<file path="config.mk">
export PLATFORM = sky130hd
export DESIGN_NAME = tim_regs_flat
export DESIGN_NICKNAME = d
export VERILOG_FILES = /design/src/rtl/tim_regs_if.sv /design/src/rtl/tim_regs.sv /design/src/flat_wrapper.sv
export SDC_FILE = /design/constraint.sdc
export NUM_CORES = 1
export LEC_CHECK = 0
export CORE_UTILIZATION = 63
export CTS_CLUSTER_DIAMETER = 30
export CTS_CLUSTER_SIZE = 14
export DETAILED_ROUTE_END_ITERATION = 8
export DONT_BUFFER_PORTS = 1
export PLACE_DENSITY = 0.89
export SYNTH_ARGS = -nofsm -noshare
export SYNTH_HDL_FRONTEND = slang
export SYNTH_SLANG_ARGS = --single-unit
</file>
<file path="constraint.sdc">
create_clock -name clk -period 2 [get_ports clk]
set_input_delay 0.4 -clock clk [delete_from_list [all_inputs] [get_ports clk]]
set_output_delay 0.4 -clock clk [all_outputs]
set_load 0.02 [all_outputs]
</file>
<file path="src/rtl/tim_regs_if.sv">
// Bus-side interface of the TIM register file:
// select, strobes, address/data and the registered read return.
interface tim_regs_if;
    logic        sel;
    logic        bus_we;
    logic        bus_re;
    logic [4:0]  bus_addr;
    logic [31:0] bus_wdata;
    logic [31:0] bus_rdata;
    logic        bus_rvalid;

    modport master (
        output sel, bus_we, bus_re, bus_addr, bus_wdata,
        input  bus_rdata, bus_rvalid
    );

    modport slave (
        input  sel, bus_we, bus_re, bus_addr, bus_wdata,
        output bus_rdata, bus_rvalid
    );
endinterface

</file>
<file path="src/rtl/tim_regs.sv">
// TIM timer/PWM register file: control, status, preload/active
// timing registers, update-event copy and level interrupt.
module tim_regs #(
    parameter int               TIM_W   = 16,
    parameter logic [TIM_W-1:0] RST_ARR = 16'hFFFF,
    parameter logic [TIM_W-1:0] RST_PSC = 16'h0000
) (
    input  logic             clk,
    input  logic             reset,
    tim_regs_if.slave        bus,
    input  logic [TIM_W-1:0] tim_cnt,
    input  logic             upd_evt,
    output logic             timer_en,
    output logic             countdown,
    output logic [TIM_W-1:0] tim_psc,
    output logic [TIM_W-1:0] tim_arr,
    output logic [TIM_W-1:0] tim_ccr1,
    output logic [TIM_W-1:0] tim_ccr2,
    output logic             irq
);

    localparam logic [2:0] IDX_CR   = 3'd0;
    localparam logic [2:0] IDX_SR   = 3'd1;
    localparam logic [2:0] IDX_PSC  = 3'd2;
    localparam logic [2:0] IDX_ARR  = 3'd3;
    localparam logic [2:0] IDX_CCR1 = 3'd4;
    localparam logic [2:0] IDX_CCR2 = 3'd5;
    localparam logic [2:0] IDX_CNT  = 3'd6;
    localparam logic [2:0] IDX_EGR  = 3'd7;

    // CR bit positions: {UIE, ARPE, DIR, CEN}
    logic [3:0]       cr_q, cr_d;
    logic             uif_q, uif_d;
    logic [TIM_W-1:0] psc_pre_q, psc_pre_d, psc_q, psc_d;
    logic [TIM_W-1:0] arr_pre_q, arr_pre_d, arr_q, arr_d;
    logic [TIM_W-1:0] c1_pre_q, c1_pre_d, c1_q, c1_d;
    logic [TIM_W-1:0] c2_pre_q, c2_pre_d, c2_q, c2_d;
    logic [31:0]      rdata_q, rdata_d;
    logic             rvalid_q, rvalid_d;

    logic             wr, rd, upd;
    logic [2:0]       idx;
    logic [TIM_W-1:0] wval;
    logic [31:0]      rmux;
    logic             unused_bits;

    assign idx  = bus.bus_addr[4:2];
    assign wr   = bus.sel & bus.bus_we;
    assign rd   = bus.sel & bus.bus_re;
    assign wval = bus.bus_wdata[TIM_W-1:0];
    assign upd  = upd_evt | (wr && idx == IDX_EGR && bus.bus_wdata[0]);

    assign unused_bits = ^{bus.bus_addr[1:0], bus.bus_wdata[31:TIM_W]};

    always_comb begin
        rmux = '0;
        unique case (idx)
            IDX_CR:   rmux[3:0]       = cr_q;
            IDX_SR:   rmux[0]         = uif_q;
            IDX_PSC:  rmux[TIM_W-1:0] = psc_pre_q;
            IDX_ARR:  rmux[TIM_W-1:0] = arr_pre_q;
            IDX_CCR1: rmux[TIM_W-1:0] = c1_pre_q;
            IDX_CCR2: rmux[TIM_W-1:0] = c2_pre_q;
            IDX_CNT:  rmux[TIM_W-1:0] = tim_cnt;
            IDX_EGR:  rmux            = '0;
        endcase
    end

    always_comb begin
        cr_d      = cr_q;
        uif_d     = uif_q;
        psc_pre_d = psc_pre_q;
        arr_pre_d = arr_pre_q;
        c1_pre_d  = c1_pre_q;
        c2_pre_d  = c2_pre_q;
        psc_d     = upd ? psc_pre_q : psc_q;
        arr_d     = upd ? arr_pre_q : arr_q;
        c1_d      = upd ? c1_pre_q  : c1_q;
        c2_d      = upd ? c2_pre_q  : c2_q;
        rvalid_d  = rd;
        rdata_d   = rd ? rmux : rdata_q;

        if (wr) begin
            unique case (idx)
                IDX_CR:   cr_d = bus.bus_wdata[3:0];
                IDX_SR:   if (bus.bus_wdata[0]) uif_d = 1'b0;
                IDX_PSC:  psc_pre_d = wval;
                IDX_ARR: begin
                    arr_pre_d = wval;
                    // without ARPE the write bypasses the shadow
                    if (!cr_q[2]) arr_d = wval;
                end
                IDX_CCR1: c1_pre_d = wval;
                IDX_CCR2: c2_pre_d = wval;
                IDX_CNT, IDX_EGR: ;
            endcase
        end

        if (upd_evt) uif_d = 1'b1;
    end

    always_ff @(posedge clk) begin
        if (reset) begin
            cr_q      <= '0;
            uif_q     <= 1'b0;
            psc_pre_q <= RST_PSC;
            psc_q     <= RST_PSC;
            arr_pre_q <= RST_ARR;
            arr_q     <= RST_ARR;
            c1_pre_q  <= '0;
            c1_q      <= '0;
            c2_pre_q  <= '0;
            c2_q      <= '0;
            rdata_q   <= '0;
            rvalid_q  <= 1'b0;
        end else begin
            cr_q      <= cr_d;
            uif_q     <= uif_d;
            psc_pre_q <= psc_pre_d;
            psc_q     <= psc_d;
            arr_pre_q <= arr_pre_d;
            arr_q     <= arr_d;
            c1_pre_q  <= c1_pre_d;
            c1_q      <= c1_d;
            c2_pre_q  <= c2_pre_d;
            c2_q      <= c2_d;
            rdata_q   <= rdata_d;
            rvalid_q  <= rvalid_d;
        end
    end

    assign bus.bus_rdata  = rdata_q;
    assign bus.bus_rvalid = rvalid_q;
    assign timer_en  = cr_q[0];
    assign countdown = cr_q[1];
    assign tim_psc   = psc_q;
    assign tim_arr   = arr_q;
    assign tim_ccr1  = c1_q;
    assign tim_ccr2  = c2_q;
    assign irq       = uif_q & cr_q[3];

endmodule

</file>
<file path="src/flat_wrapper.sv">
// flat-port wrapper written by rule: the top's interface ports become plain ports
module tim_regs_flat 
#(
    parameter int               TIM_W   = 16,
    parameter logic [TIM_W-1:0] RST_ARR = 16'hFFFF,
    parameter logic [TIM_W-1:0] RST_PSC = 16'h0000
)
  (clk, reset, tim_cnt, upd_evt, timer_en, countdown, tim_psc, tim_arr, tim_ccr1, tim_ccr2, irq, bus_sel, bus_bus_we, bus_bus_re, bus_bus_addr, bus_bus_wdata, bus_bus_rdata, bus_bus_rvalid);
  tim_regs_if bus_i ();
  input  logic clk;
  input  logic reset;
  input  logic [TIM_W-1:0] tim_cnt;
  input  logic upd_evt;
  output logic timer_en;
  output logic countdown;
  output logic [TIM_W-1:0] tim_psc;
  output logic [TIM_W-1:0] tim_arr;
  output logic [TIM_W-1:0] tim_ccr1;
  output logic [TIM_W-1:0] tim_ccr2;
  output logic irq;
  input wire logic [$bits(bus_i.sel)-1:0] bus_sel;
  input wire logic [$bits(bus_i.bus_we)-1:0] bus_bus_we;
  input wire logic [$bits(bus_i.bus_re)-1:0] bus_bus_re;
  input wire logic [$bits(bus_i.bus_addr)-1:0] bus_bus_addr;
  input wire logic [$bits(bus_i.bus_wdata)-1:0] bus_bus_wdata;
  output wire logic [$bits(bus_i.bus_rdata)-1:0] bus_bus_rdata;
  output wire logic [$bits(bus_i.bus_rvalid)-1:0] bus_bus_rvalid;
  assign bus_i.sel = bus_sel;
  assign bus_i.bus_we = bus_bus_we;
  assign bus_i.bus_re = bus_bus_re;
  assign bus_i.bus_addr = bus_bus_addr;
  assign bus_i.bus_wdata = bus_bus_wdata;
  assign bus_bus_rdata = bus_i.bus_rdata;
  assign bus_bus_rvalid = bus_i.bus_rvalid;
  tim_regs #(.TIM_W(TIM_W), .RST_ARR(RST_ARR), .RST_PSC(RST_PSC)) u_core (.clk(clk), .reset(reset), .bus(bus_i), .tim_cnt(tim_cnt), .upd_evt(upd_evt), .timer_en(timer_en), .countdown(countdown), .tim_psc(tim_psc), .tim_arr(tim_arr), .tim_ccr1(tim_ccr1), .tim_ccr2(tim_ccr2), .irq(irq));
endmodule
</file>
==> results.cfg, run 1 <==
[floorplan]
placementRows = 35
die-width_um = 101
io_pins = 159
die-height_um = 101
core_sq_mm = 0.00942
start_util = 0.661
die-area_sq_mm = 0.0103

[global_route]
grt_remaining_overflow = 0
grt_max_degree = 94
grt_pass1_vias = 5553
track_usage = 0.376
grt_pass1_wl_um = 29000
grt_antenna_before_repair = 0

[logic_synthesis]
async_reset_ff_frac = 0
synthMuxAreaShare = 0.0593
synth_cell_types = 47
synth_seq_cells = 150
synth_top_family_by_area = simple AND/OR/NAND/NOR gates
synthFlopType = dfxtp_1
synth_xor_area_frac = 0
ys_top_cells_by_area = dfxtp_1 (48%), nand2_1 (14%), a21oi_1 (7.4%)
yosysSeqAreaShare = 0.483
yosysTopAreaCell = dfxtp_1
synth_top_area_frac = 0.483
synthAdderAreaFrac = 0
yosysWarningCount = 0
netlist_instances = 752
synth_edf_count = 0
synth_common_cells = nand2_1 (240), dfxtp_1 (150), a21oi_1 (92)
syn_area_sq_mm = 0.00622
synthSimpleGateAreaFrac = 0.227
synth_compound_area_frac = 0.161
synth_most_common_cell = nand2_1
syn_area_per_cell_sq_um = 8.27

[cts]
cts_max_level = 4
clk_pin_slew_worst_paths_ns = 0.06
postCtsHoldBufs = 54
post_cts_buffers = 0
cts_tree = done
ctsResizeCount = 0
clockRootBuffer = clkbuf_8
clk_latency_ns = 0.53
clock-sinks = 150
cts_buffers = 17
cts_buffer_depth = 2

[finish]
drive_gt1_frac = 0.0844
num-fill-cells = 619
finalCoreUtilization = 0.781
design_area_sq_mm = 0.00735
regArea_sq_mm = 0.00300
area_growth_pct = 18.2
layout.nets = 840
layout.cells.non_filler = 923
multi_input_area_sq_mm = 0.00285
antenna_cells = 0

[sta]
finalClockSkew_ns = 0.00561
hold_viol_final = 0
period_share = 0.901
worst_pin_slew_ns = 0.660
setup_violations = 0
tns_ns = 0
fmax_ghz = 0.555
drv_slew = 0
layout_setup_ws_ns = 0.198
post-route-min-period_ns = 1.80
rsz0062_at_grt = false
relSlewSlack = 0.560

[min_path]
hold_class = in -> reg
hold_start = bus_bus_wdata[10]
holdPathStages = 2

[routing]
route.met2.wl_um = 9230
avgRoutedWirePerCell_um = 20.5
detail-route-antenna-nets = 0
top_layer = met4
routed-wl-met3_um = 1930
drcViolationCount = 0
met1_length_um = 6600
first_iter_violations = 514
drtPass1Iterations = 6
vias_per_cell = 6.22
routed_wirelength_um = 18900
num_vias = 5744

[pwr]
pwr-share-seq = 0.451
power.clock.fraction = 0.491
intPower_w = 0.00541
p_sw_frac = 0.230
p_leak_nw = 2.82
ir_drop_uv = 606
power_density_mw_per_mm2 = 956
combPwrFrac = 0.059
p_switching_w = 0.00162

[setup_path]
r2r_cells = 5
crit_start = u_core.c1_pre_q[1]$_SDFFE_PP0P_
crit_arrival_ns = 2.22
worstPathRequired_ns = 2.42
rr_startpoint = u_core.c1_pre_q[1]$_SDFFE_PP0P_
crit_path_end_kind = flop
r2r_slack_ns = 0.20
critical_path_class = reg -> reg
critPathCapture = u_core.bus.bus_rdata[1]$_SDFFE_PP0P_
crit_fanout = 3
crit_path_start_kind = flop
r2r-end = u_core.bus.bus_rdata[1]$_SDFFE_PP0P_

[outcome]
status = complete, no violations

[place]
place_area_sq_mm = 0.00614
post-place-cells = 835
portBuffers = 0
pre_cts_ws_ns = 0.172
dpl.hpwl_um = 10800
gp_congestion = 0.945

[flow_run]
drv_cap = 0
-- layout make-up --
type | instances | area share
clock buffers | 20 | 0.0592
flip-flops and latches | 150 | 0.408
repair buffers | 69 | 0.0953
inverters | 1 | 0.000510
well taps | 129 | 0.0220
multi-input cells | 542 | 0.387
clock inverters | 12 | 0.0272
-- how the worst min path moves through the flow --
| stage | end |
|---|---|
| after CTS | u_core.psc_pre_q[4]$_SDFFE_PP0P_ |
| after detailed placement | u_core.tim_ccr2[5]$_SDFFE_PP0P_ |
| final | u_core.psc_pre_q[10]$_SDFFE_PP0P_ |
| after global routing | u_core.psc_pre_q[6]$_SDFFE_PP0P_ |
| after floorplan | u_core.cr_q[3]$_SDFFE_PP0P_ |
| after global placement | u_core.psc_pre_q[6]$_SDFFE_PP0P_ |
-- per-layer routing --
layer / GRT usage / vias to the layer above
met4: 0.247 / 0
li1: - / 2573
met3: 0.105 / 105
met2: 0.643 / 379
met5: 0 / -
met1: 0.410 / 2687
-- per-stage QoR --
step	power [W]	hold WS (ns)
2_1_floorplan	0.00357	0.444
3_3_place_gp	0.00354	0.454
3_5_place_dp	0.00355	0.463
4_1_cts	0.00699	0.000700
5_1_grt	0.00718	0.00349
6_report	0.00703	0.00333
-- power by group through the flow --
stage	logic [W]	registers [W]	clock network [W]
2_1_floorplan	0.000359	0.00321	0
3_3_place_gp	0.000310	0.00323	0
4_1_cts	0.000397	0.00316	0.00343
5_1_grt	0.000444	0.00317	0.00357
3_5_place_dp	0.000322	0.00323	0
6_report	0.000414	0.00317	0.00345
-- placed cells by master, fill, tap and decap left out, types with 11 or more instances in the layout --
master,instances
mux2i_1,20
nand3b_1,21
dfxtp_1,150
clkbuf_16,16
dlygate4sd3_1,55
conb_1,16
nor2_1,47
mux2_2,15
buf_4,11
a31oi_1,16
a21oi_1,92
nand2_1,240
-- logic make-up after synthesis --
logic type | count (synthesis)
and+or+nand+nor | 334
AOI/OAI and AO/OA | 157
DFF | 150
buffers and inverters | 75
muxes | 35
other | 1
-- worst max-delay path, cell delays in order (launching register included) --
cell,delay (ns)
dfxtp_1,0.36
mux2_2,0.27
a221oi_1,0.30
a211o_1,0.15
a21oi_1,0.05
dlygate4sd3_1,0.55
Power figures use the tool's default switching activity.
==> run 2, diff against run 1 <==
==> constraint.sdc (replaced) <==
create_clock -name clk -period 1.85 [get_ports clk]
set_input_delay 0.37 -clock clk [delete_from_list [all_inputs] [get_ports clk]]
set_output_delay 0.37 -clock clk [all_outputs]
set_load 0.1 [all_outputs]
==> results.cfg, run 2 (synthesized netlist as in run 1, its figures left out) <==
[pwr]
p_sw_frac = 0.299
ir_drop_uv = 746
intPower_w = 0.00548
combPwrFrac = 0.134
pwr-share-seq = 0.428
p_switching_w = 0.00234
p_leak_nw = 3.32
power_density_mw_per_mm2 = 971
power.clock.fraction = 0.438

[flow_run]
drv_cap = 0

[finish]
drive_gt1_frac = 0.174
area_growth_pct = 29.6
design_area_sq_mm = 0.00806
num-fill-cells = 473
final_common_cell = nand2_1
mostFrequentLayoutCells = nand2_1 (240), dfxtp_1 (150), buf_4 (96)
layout.nets = 937
finalCoreUtilization = 0.856

[setup_path]
worstPathRequired_ns = 2.27
critPathMaxStageDelay_ns = 0.59
crit_family = buffers and inverters
path_cells = mux2_2 > a221oi_2 > a211o_1 > a21oi_1 > dlygate4sd3_1
critical_path_class = reg -> reg
crit_path_end_kind = flop
crit_path_start_kind = flop
cpMaxStageDelayCell = dlygate4sd3_1
crit_arrival_ns = 2.22
crit_buf_inv = 1
crit_fanout = 3

[cts]
clk_pin_slew_worst_paths_ns = 0.07
clockRootBuffer = clkbuf_8
cts_buffers = 17
cts_buffer_depth = 2
clk_latency_ns = 0.54
cts_tree = done
cts_max_level = 4
clock-sinks = 150
post_cts_buffers = 0

[sta]
fmax_ghz = 0.555
whs_ns = -0.00770
tns_ns = 0
post-route-min-period_ns = 1.80
hold_viol_final = 5
layout_setup_ws_ns = 0.0471
period_share = 0.975
drv_slew = 0
worst_pin_slew_ns = 0.751
setup_violations = 0
finalClockSkew_ns = 0.0113
relSlewSlack = 0.500

[routing]
avgRoutedWirePerCell_um = 23.1
drtPass1Iterations = 9
drcViolationCount = 20
vias_per_cell = 6.62
first_iter_violations = 1107
num_vias = 6759
routed_wirelength_um = 23600
detail-route-antenna-nets = 0

[floorplan]
placementRows = 35
core_sq_mm = 0.00942
die-width_um = 101
start_util = 0.661
die-area_sq_mm = 0.0103
io_pins = 159
die-height_um = 101

[place]
pre_cts_ws_ns = 0.237
place_area_sq_mm = 0.00678
portBuffers = 0
gp_congestion = 0.943
dpl.hpwl_um = 11700

[global_route]
grt_pass1_wl_um = 36200
grt_antenna_before_repair = 1
grt_remaining_overflow = 0
grt_pass1_vias = 6555
track_usage = 0.476
grt_max_degree = 86

[min_path]
hold_class = in -> reg

[outcome]
status = complete, but fails checks
violations = DRC, hold timing
run 2: power by group through the flow:
stage                     combinational, W  sequential, W  clock (W)
after CTS                          0.00100        0.00334    0.00332
after global routing               0.00108        0.00335    0.00351
final                              0.00105        0.00335    0.00342
after floorplan                   0.000503        0.00375          0
after global placement            0.000887        0.00341          0
after detailed placement          0.000904        0.00341          0
run 2: path summary, 6_finish.rpt:
path	startpoint	endpoint	slack (ns)	cells past startpoint
setup reg to reg	u_core.psc_pre_q[12]$_SDFFE_PP0P_	u_core.bus.bus_rdata[12]$_SDFFE_PP0P_	0.05	5
hold / removal	bus_bus_wdata[7]	u_core.tim_arr[7]$_SDFF_PP1_	-0.008	2
hold reg to reg	u_core.psc_pre_q[8]$_SDFFE_PP0P_	u_core.tim_psc[8]$_SDFFE_PP0P_	0.48	2
setup / recovery	u_core.psc_pre_q[12]$_SDFFE_PP0P_	u_core.bus.bus_rdata[12]$_SDFFE_PP0P_	0.05	5
run 2: routing by layer:
metal,global-route usage,share of wire,up-vias
li1,-,-,2774
met1,0.507,0.32,3083
met2,0.748,0.45,659
met3,0.182,0.12,243
met4,0.405,0.10,0
met5,0,0,-
run 2: cell type report:
cell class	count	area (sq um)	share of cell area
antenna	1	2.50	0.000311
clock buffer	18	418	0.0519
clock inverter	14	150	0.0186
inverter	1	3.75	0.000466
multi-input combinational	542	2860	0.355
sequential	150	3000	0.373
tap	129	161	0.0200
timing repair buffer	166	1460	0.181
run 2: per-stage QoR:
| stage | std cells | power (W) |
|---|---|---|
| after global placement | 920 | 0.00429 |
| after floorplan | 767 | 0.00426 |
| after CTS | 1018 | 0.00766 |
| final | 1021 | 0.00782 |
| after detailed placement | 920 | 0.00431 |
| after global routing | 1020 | 0.00794 |
run 2: what timing repair did:
action | 4_1_cts | 5_1_grt
hold buffers | 66 | 2
gates resized for setup | 0 | 2
endpoints found under the setup margin | 0 | 2
hold endpoints to repair | 134 | 2
==> run 3, diff against run 2 <==
--- a/config.mk
+++ b/config.mk
@@ -5,6 +5,7 @@
 export SDC_FILE = /design/constraint.sdc
 export NUM_CORES = 1
 export LEC_CHECK = 0
+export ABC_AREA = 1
 export CORE_UTILIZATION = 63
 export CTS_CLUSTER_DIAMETER = 30
 export CTS_CLUSTER_SIZE = 14
==> results.cfg, run 3 <==
[outcome]
status = complete, no violations

[routing]
drcViolationCount = 0
num_vias = 6233
vias_per_cell = 6.10
drtPass1Iterations = 5
detail-route-antenna-nets = 0
routed_wirelength_um = 19300
first_iter_violations = 570
avgRoutedWirePerCell_um = 18.9

[cts]
clk_latency_ns = 0.55
cts_buffers = 17
cts_max_level = 4
clk_pin_slew_worst_paths_ns = 0.07
cts_tree = done
cts_buffer_depth = 2
postCtsHoldBufs = 16
ctsResizeCount = 0
clock-sinks = 150
clockRootBuffer = clkbuf_8
post_cts_buffers = 0

[setup_path]
worstPathRequired_ns = 1.48
critical_path_class = reg -> out
crit_path_start_kind = flop
crit_path_end_kind = primary output
crit_arrival_ns = 1.34
crit_fanout = 3

[logic_synthesis]
synth_top_area_frac = 0.488
netlist_instances = 802
synth_common_cells = dfxtp_1 (150), o21ai_0 (148), a21oi_1 (91), inv_1 (91), nand2_1 (79)
ys_top_cells_by_area = dfxtp_1 (49%), o21ai_0 (12%), a21oi_1 (7.4%)
syn_area_per_cell_sq_um = 7.66
synth_edf_count = 0
synth_seq_cells = 150
yosysSeqAreaShare = 0.488
synthFlopType = dfxtp_1
yosysWarningCount = 0
synth_cell_types = 29
async_reset_ff_frac = 0
syn_area_sq_mm = 0.00615
synth_most_common_cell = dfxtp_1
yosysTopAreaCell = dfxtp_1

[min_path]
hold_class = in -> reg

[finish]
layout.nets = 939
antenna_cells = 0
final_common_cell = dfxtp_1
drive_gt1_frac = 0.165
num-fill-cells = 543
mostFrequentLayoutCells = dfxtp_1 (150), o21ai_0 (148), buf_4 (95)
area_growth_pct = 20.8

[sta]
period_share = 0.923
post-route-min-period_ns = 1.71
relSlewSlack = 0.622
fmax_ghz = 0.585
hold_viol_final = 0
tns_ns = 0
setup_violations = 0
rsz0062_at_grt = false
layout_setup_ws_ns = 0.142
worst_pin_slew_ns = 0.566
finalClockSkew_ns = 0.00988
drv_slew = 0

[global_route]
grt_pass1_vias = 6023
grt_antenna_before_repair = 0
grt_pass1_wl_um = 30100
grt_remaining_overflow = 0
track_usage = 0.390
grt_max_degree = 113

[floorplan]
placementRows = 35
die-width_um = 101
core_sq_mm = 0.00933
start_util = 0.659
die-height_um = 101
die-area_sq_mm = 0.0102
io_pins = 159

[pwr]
power_density_mw_per_mm2 = 1090
p_leak_nw = 3.25
ir_drop_uv = 752

[place]
gp_congestion = 0.917
dpl.hpwl_um = 12000
pre_cts_ws_ns = 0.262
portBuffers = 0

[flow_run]
drv_cap = 0
-- run 3: cell count changes after synthesis, sizes merged, moves of 7 or more --
cell,previous run,this run
o211ai,1,15
a22o,7,0
nand2,240,82
nor2,48,68
nand3b,21,0
mux2,15,0
mux2i,20,0
a222oi,7,0
a31oi,17,5
nand3,7,50
inv,1,96
o21ai,0,153
-- run 3: critical path, stage by stage, from the launching register on --
cell,delay (ns)
dfxtp_1,0.37
nand2_1,0.09
inv_1,0.05
buf_4,0.28
-- run 3: kinds of logic after synthesis --
kind of cell           Yosys count  synth area share
AO/OA/AOI/OAI                  272             0.231
other                            1          0.000610
buffers and inverters          166             0.124
AND/OR/NAND/NOR                213             0.155
flip-flops                     150             0.488
-- run 3: metrics by stage --
stage	hold slack, ns	instances	total power (W)	util	area, sq um
2_1_floorplan	0.436	817	0.00463	-	6200
3_3_place_gp	0.440	974	0.00480	0.720	6720
3_5_place_dp	0.446	974	0.00483	0.720	6720
4_1_cts	0.00136	1022	0.00802	0.796	7430
5_1_grt	0.0170	1022	0.00826	0.796	7430
6_report	0.000902	1022	0.00807	0.796	7430
-- run 3: layout make-up --
cell class	count	area (sq um)	area share
sequential	150	3000	0.404
multi-input combinational	501	2440	0.328
timing repair buffer	113	913	0.123
clock buffer	17	414	0.0558
inverter	97	365	0.0492
tap	129	161	0.0217
clock inverter	15	134	0.0180
-- run 3: power by group --
| part | switching, W | total, W | leakage (nW) | internal (W) |
|---|---|---|---|---|
| registers | 0.0000521 | 0.00340 | 1.23 | 0.00335 |
| logic | 0.00117 | 0.00144 | 1.76 | 0.000262 |
| clock network | 0.00152 | 0.00323 | 0.271 | 0.00171 |
-- run 3: layer usage --
metal / wire [um] / up-vias / GRT usage
met2: 9160 / 441 / 0.639
li1: - / 2780 / -
met1: 6680 / 2885 / 0.429
met3: 2020 / 127 / 0.105
met4: 1490 / 0 / 0.314
met5: 0 / - / 0
-- run 3: path summary, 6_finish.rpt --
| kind | start | to | slack, ns | cells past startpoint |
|---|---|---|---|---|
| worst max-delay path | u_core.uif_q$_SDFFE_PP0P_ | irq | 0.14 | 3 |
| worst min-delay path | bus_bus_wdata[13] | u_core.psc_pre_q[13]$_SDFFE_PP0P_ | 0.0009 | 2 |
| worst max register to register | u_core.cr_q[2]$_SDFFE_PP0P_ | u_core.tim_arr[12]$_SDFF_PP1_ | 0.46 | 5 |
| worst min register to register | u_core.c2_pre_q[12]$_SDFFE_PP0P_ | u_core.c2_pre_q[12]$_SDFFE_PP0P_ | 0.49 | 2 |
